### src/rtl/grf_pkg.sv
// Shared definitions for the general register file: instruction field
// ranges, special register indices and trace formatting width.
`default_nettype none

package grf_pkg;

   localparam int RS_HI = 25;
   localparam int RS_LO = 21;
   localparam int RT_HI = 20;
   localparam int RT_LO = 16;
   localparam int RD_HI = 15;
   localparam int RD_LO = 11;

   localparam logic [4:0] ZERO_REG = 5'd0;
   localparam logic [4:0] RA_REG   = 5'd31;

   localparam int TRACE_HEX_W = 8;
   localparam int NUM_REGS    = 32;

   typedef logic [31:0] word_t;
   typedef logic [4:0]  reg_idx_t;

endpackage

`default_nettype wire

### src/rtl/grf.sv
// 32x32 register file, $0 hardwired to zero, write-then-read bypass per port.
// Define GRF_TRACE_EN to print one simulation line per committed write.
`default_nettype none

module grf
   import grf_pkg::*;
(
   input  wire logic     clk,
   input  wire logic     reset,
   input  wire logic     we,
   input  wire reg_idx_t WA,
   input  wire word_t    WD,
   input  wire word_t    PC_W,
   input  wire reg_idx_t RA1,
   input  wire reg_idx_t RA2,
   output      word_t    RD1,
   output      word_t    RD2
);

   word_t regs_q [NUM_REGS];
   word_t regs_d [NUM_REGS];
   logic  wr_commit;

   assign wr_commit = we && (WA != ZERO_REG);

   always_comb begin
      for (int i = 0; i < NUM_REGS; i++) begin
         regs_d[i] = regs_q[i];
      end
      if (wr_commit) begin
         regs_d[WA] = WD;
      end
   end

   // Async clear also aborts any write pending in the current cycle.
   always_ff @(posedge clk or negedge reset) begin
      if (!reset) begin
         for (int i = 0; i < NUM_REGS; i++) begin
            regs_q[i] <= '0;
         end
      end else begin
         for (int i = 0; i < NUM_REGS; i++) begin
            regs_q[i] <= regs_d[i];
         end
      end
   end

   function automatic word_t bypass_read(input reg_idx_t ra, input word_t stored,
                                         input logic wen, input reg_idx_t wa,
                                         input word_t wd);
      if (ra == ZERO_REG)
         return '0;
      else if (wen && (wa != ZERO_REG) && (wa == ra))
         return wd;
      else
         return stored;
   endfunction

   assign RD1 = bypass_read(RA1, regs_q[RA1], we, WA, WD);
   assign RD2 = bypass_read(RA2, regs_q[RA2], we, WA, WD);

`ifdef GRF_TRACE_EN
   always @(posedge clk) begin
      if (reset && wr_commit) begin
         $display("@%h: $%d <= %h", PC_W, WA, WD);
      end
   end
`else
   logic unused_pc;
   assign unused_pc = ^PC_W;
`endif

endmodule

`default_nettype wire
### config.mk
export PLATFORM = sky130hd
export DESIGN_NAME = grf
export DESIGN_NICKNAME = d
export VERILOG_FILES = /design/src/rtl/grf_pkg.sv /design/src/rtl/grf.sv
export SDC_FILE = /design/constraint.sdc
export NUM_CORES = 2
export LEC_CHECK = 0
export BUFFER_PORTS_ARGS = -buffer_cell sky130_fd_sc_hd__buf_2
export CAP_MARGIN = 20
export CORE_MARGIN = 4
export CORE_UTILIZATION = 30
export CTS_CLUSTER_SIZE = 28
export DETAILED_ROUTE_END_ITERATION = 10
export HOLD_SLACK_MARGIN = 0.03
export SKIP_CTS_REPAIR_TIMING = 1
export SLEW_MARGIN = 40
export SYNTH_ARGS = -nofsm -noshare
export SYNTH_HDL_FRONTEND = slang
export SYNTH_SLANG_ARGS = --single-unit
### constraint.sdc
create_clock -name clk -period 2.27 [get_ports clk]
set_input_delay 0.227 -clock clk [delete_from_list [all_inputs] [get_ports clk]]
set_output_delay 0.227 -clock clk [all_outputs]
set_load 0.05 [all_outputs]
==> impl_metrics.json <==
{
  "avgViaCountPerCell": 5.75,
  "fp-row-count": 156,
  "hpwl_um": 133000,
  "multiInputGateArea_um2": 28800,
  "worst_slew_pin_slew_ns": 0.901,
  "fin_cells": 6615,
  "syn_inst": 3759,
  "place_inst": 6373,
  "drcViolationCount": 0,
  "setup_ws_ns": -0.744,
  "die_h_um": 436,
  "seq_area_um2": 25600,
  "largest_reg_flops": 1024,
  "clock_latency_ns": 0.73,
  "grt_pass1_vias": 39059,
  "clockBufferDepth": 3,
  "syn_nets": 3841,
  "synthDistinctLibCells": 51,
  "violations": "negative setup slack",
  "fmax_mhz": 332,
  "fin_area_um2": 69100,
  "slew_viol_final": 0,
  "worstSetupStartpoint": "regs_q[31]$_DFFE_PN0P_",
  "track_usage_pct": 20.6,
  "fill_cells": 16771,
  "gp_congestion": 0.852,
  "drt_iter0_drc": 3797,
  "cts_buffers": 116,
  "rsz0062_at_grt": "yes",
  "period_needed_ns": 3.01,
  "cts.sinks": 1024,
  "cts_tree": "yes",
  "yosysWarnings": 0,
  "r2r_start": "regs_q[909]$_DFFE_PN0P_",
  "ant_nets": 0,
  "dieArea_um2": 190000,
  "ff2ff_path_depth": 3,
  "gr-total-overflow": 0,
  "grt_max_degree": 99,
  "syn_to_final_growth_pct": 25.9,
  "worstReg2RegEnd": "regs_q[909]$_DFFE_PN0P_",
  "avgSynthCellArea_um2": 14.6,
  "setup_viol": 64,
  "skew_ns": 0,
  "top_level_ports": 146,
  "routed-via-count": 38055,
  "outcome": "complete, but fails checks",
  "ys_seq_area_share_pct": 46.7,
  "netlist_area_um2": 54900,
  "worst_setup_path_end_kind": "primary output",
  "crit_type": "flip-flop to primary output",
  "clkSlewWorstSetupHoldPaths_ns": 0.06,
  "crit_path_start_kind": "flip-flop",
  "portBuffers": 113,
  "initial_utilization_pct": 30.3,
  "synthArstFlopShare_pct": 100,
  "ys_seq_elements": 1024,
  "wl_per_cell_um": 30.4,
  "ir_drop_mv": 0.637,
  "routed_wl_um": 201000,
  "power_leakage_uw": 0.0299,
  "nets": 4232,
  "root_buffer": "clkbuf_16",
  "fin_setup_tns_ns": -35.98,
  "synth_edf_count": 0,
  "coreArea_um2": 181000,
  "synthFlopType": "dfrtp_1",
  "finalCritPeriodShare_pct": 133,
  "top_register": "regs_q",
  "timing.reg2reg.setup_slack_ns": 1.24,
  "crit_fanout": 2,
  "die_w_um": 436,
  "grt_pass1_wl_um": 288000,
  "cp.arrival_ns": 2.79,
  "required_ns": 2.04,
  "drive_gt1_share_pct": 60.7,
  "antenna_found_initial": 6,
  "cp-endpoint": "RD2[31]",
  "max_slew_margin_pct": 39.8,
  "placed_area_um2": 63900,
  "cap_violations": 0,
  "htree_levels": 3,
  "powerDensity_nw_per_um2": 834,
  "finalHoldViolCount": 0,
  "hold_depth": 2,
  "reg.largest.list": "regs_q (1024)",
  "fin_total_pwr_uw": 57600,
  "firstDrtPassIters": 5,
  "min_path_type": "input pin to flip-flop"
}
## worst min-delay path by stage
stage	end	slack, ns	from
after global routing	regs_q[560]$_DFFE_PN0P_	0.05	WD[16]
final	regs_q[144]$_DFFE_PN0P_	0.08	WD[16]
after floorplan	regs_q[0]$_DFFE_PN0P_	-0.07	reset
after global placement	regs_q[166]$_DFFE_PN0P_	0.20	reset
after detailed placement	regs_q[198]$_DFFE_PN0P_	0.20	reset
after CTS	regs_q[198]$_DFFE_PN0P_	-0.64	reset
## cell usage after synthesis (43+ instances only)
master | number | area share, %
buf_2 | 90 | 0.82
nor3_1 | 51 | 0.46
nand2_1 | 74 | 0.51
o221ai_1 | 70 | 1.1
o22ai_1 | 51 | 0.58
mux2_2 | 1089 | 22
dfrtp_1 | 1024 | 47
a21oi_1 | 43 | 0.39
clkbuf_1 | 251 | 1.7
nor2_1 | 61 | 0.42
buf_1 | 55 | 0.38
mux4_2 | 405 | 17
mux2i_1 | 206 | 3.8
## logic make-up (layout without fill, tap and decap cells)
group / after synthesis / after routing / share of synthesized area (%)
multiplexers: 1700 / 1700 / 42.7
flip-flops: 1024 / 1024 / 46.7
buffers and inverters: 439 / 921 / 3.53
AO/OA/AOI/OAI: 332 / 332 / 4.77
AND/OR/NAND/NOR: 254 / 254 / 2.20
XOR/XNOR: 10 / 10 / 0.159
other: 0 / 4 / 0
## worst max-delay path, cell delays in order (launching register included)
cell     delay, ns
dfrtp_1       0.40
mux4_2        0.48
mux2_4        0.27
a221o_1       0.33
a32o_2        0.36
buf_12        0.18
## layout make-up
class                           instances  share of cell area, %
Multi-Input combinational cell       2296                   41.6
Inverter                                5                 0.0308
Timing Repair Buffer                  707                   11.4
Clock inverter                         34                  0.622
Antenna cell                            4                 0.0145
Tap cell                             2370                   4.29
Clock buffer                          175                   5.01
Sequential cell                      1024                   37.1
## cells in the final DEF (no fill, tap or decap), types with 10 or more instances in the layout
cell type / count
nand3_1: 11
nor3_4: 30
dfrtp_1: 1024
nor3_2: 16
a32o_2: 32
mux2_4: 17
dlygate4sd3_1: 14
mux2i_1: 183
clkbuf_8: 30
nor2_1: 42
nor2_4: 17
mux2i_4: 12
nand2_1: 56
buf_4: 414
buf_12: 195
buf_2: 42
clkbuf_1: 27
o221ai_1: 69
buf_6: 35
clkinv_2: 17
a221o_1: 31
o22ai_1: 41
mux2i_2: 11
a21oi_1: 37
nand2_2: 17
mux4_2: 405
a2111oi_4: 10
clkbuf_16: 118
a22oi_1: 35
mux2_2: 1072
## stage by stage
stage	hold slack (ns)	worst slack, ns	utilization [%]
2_1_floorplan	-0.0686	-0.0876	-
3_5_place_dp	0.197	-0.571	35.2
6_report	0.0810	-0.744	38.1
5_1_grt	0.0530	-0.800	38.1
4_1_cts	-0.635	-1.01	37.4
3_3_place_gp	0.204	-0.580	35.2
## report_power, final
part,switching [µW],total (µW),leakage [µW],internal (µW)
Sequential,2570,24300,0.0131,21700
Combinational,5900,14000,0.0148,8100
Clock,8050,19300,0.00192,11300
Total,16500,57600,0.0299,41100
## routing by layer
layer  global-route usage [%]  wire, µm  vias to the layer above
met1                     26.8     81800                    20578
met2                     33.5     95100                     1631
met5                        0         0                        -
li1                         -         -                    15409
met3                     3.99     14200                      437
met4                     8.72      9800                        0
No activity file was read; power rests on OpenSTA's default activity.
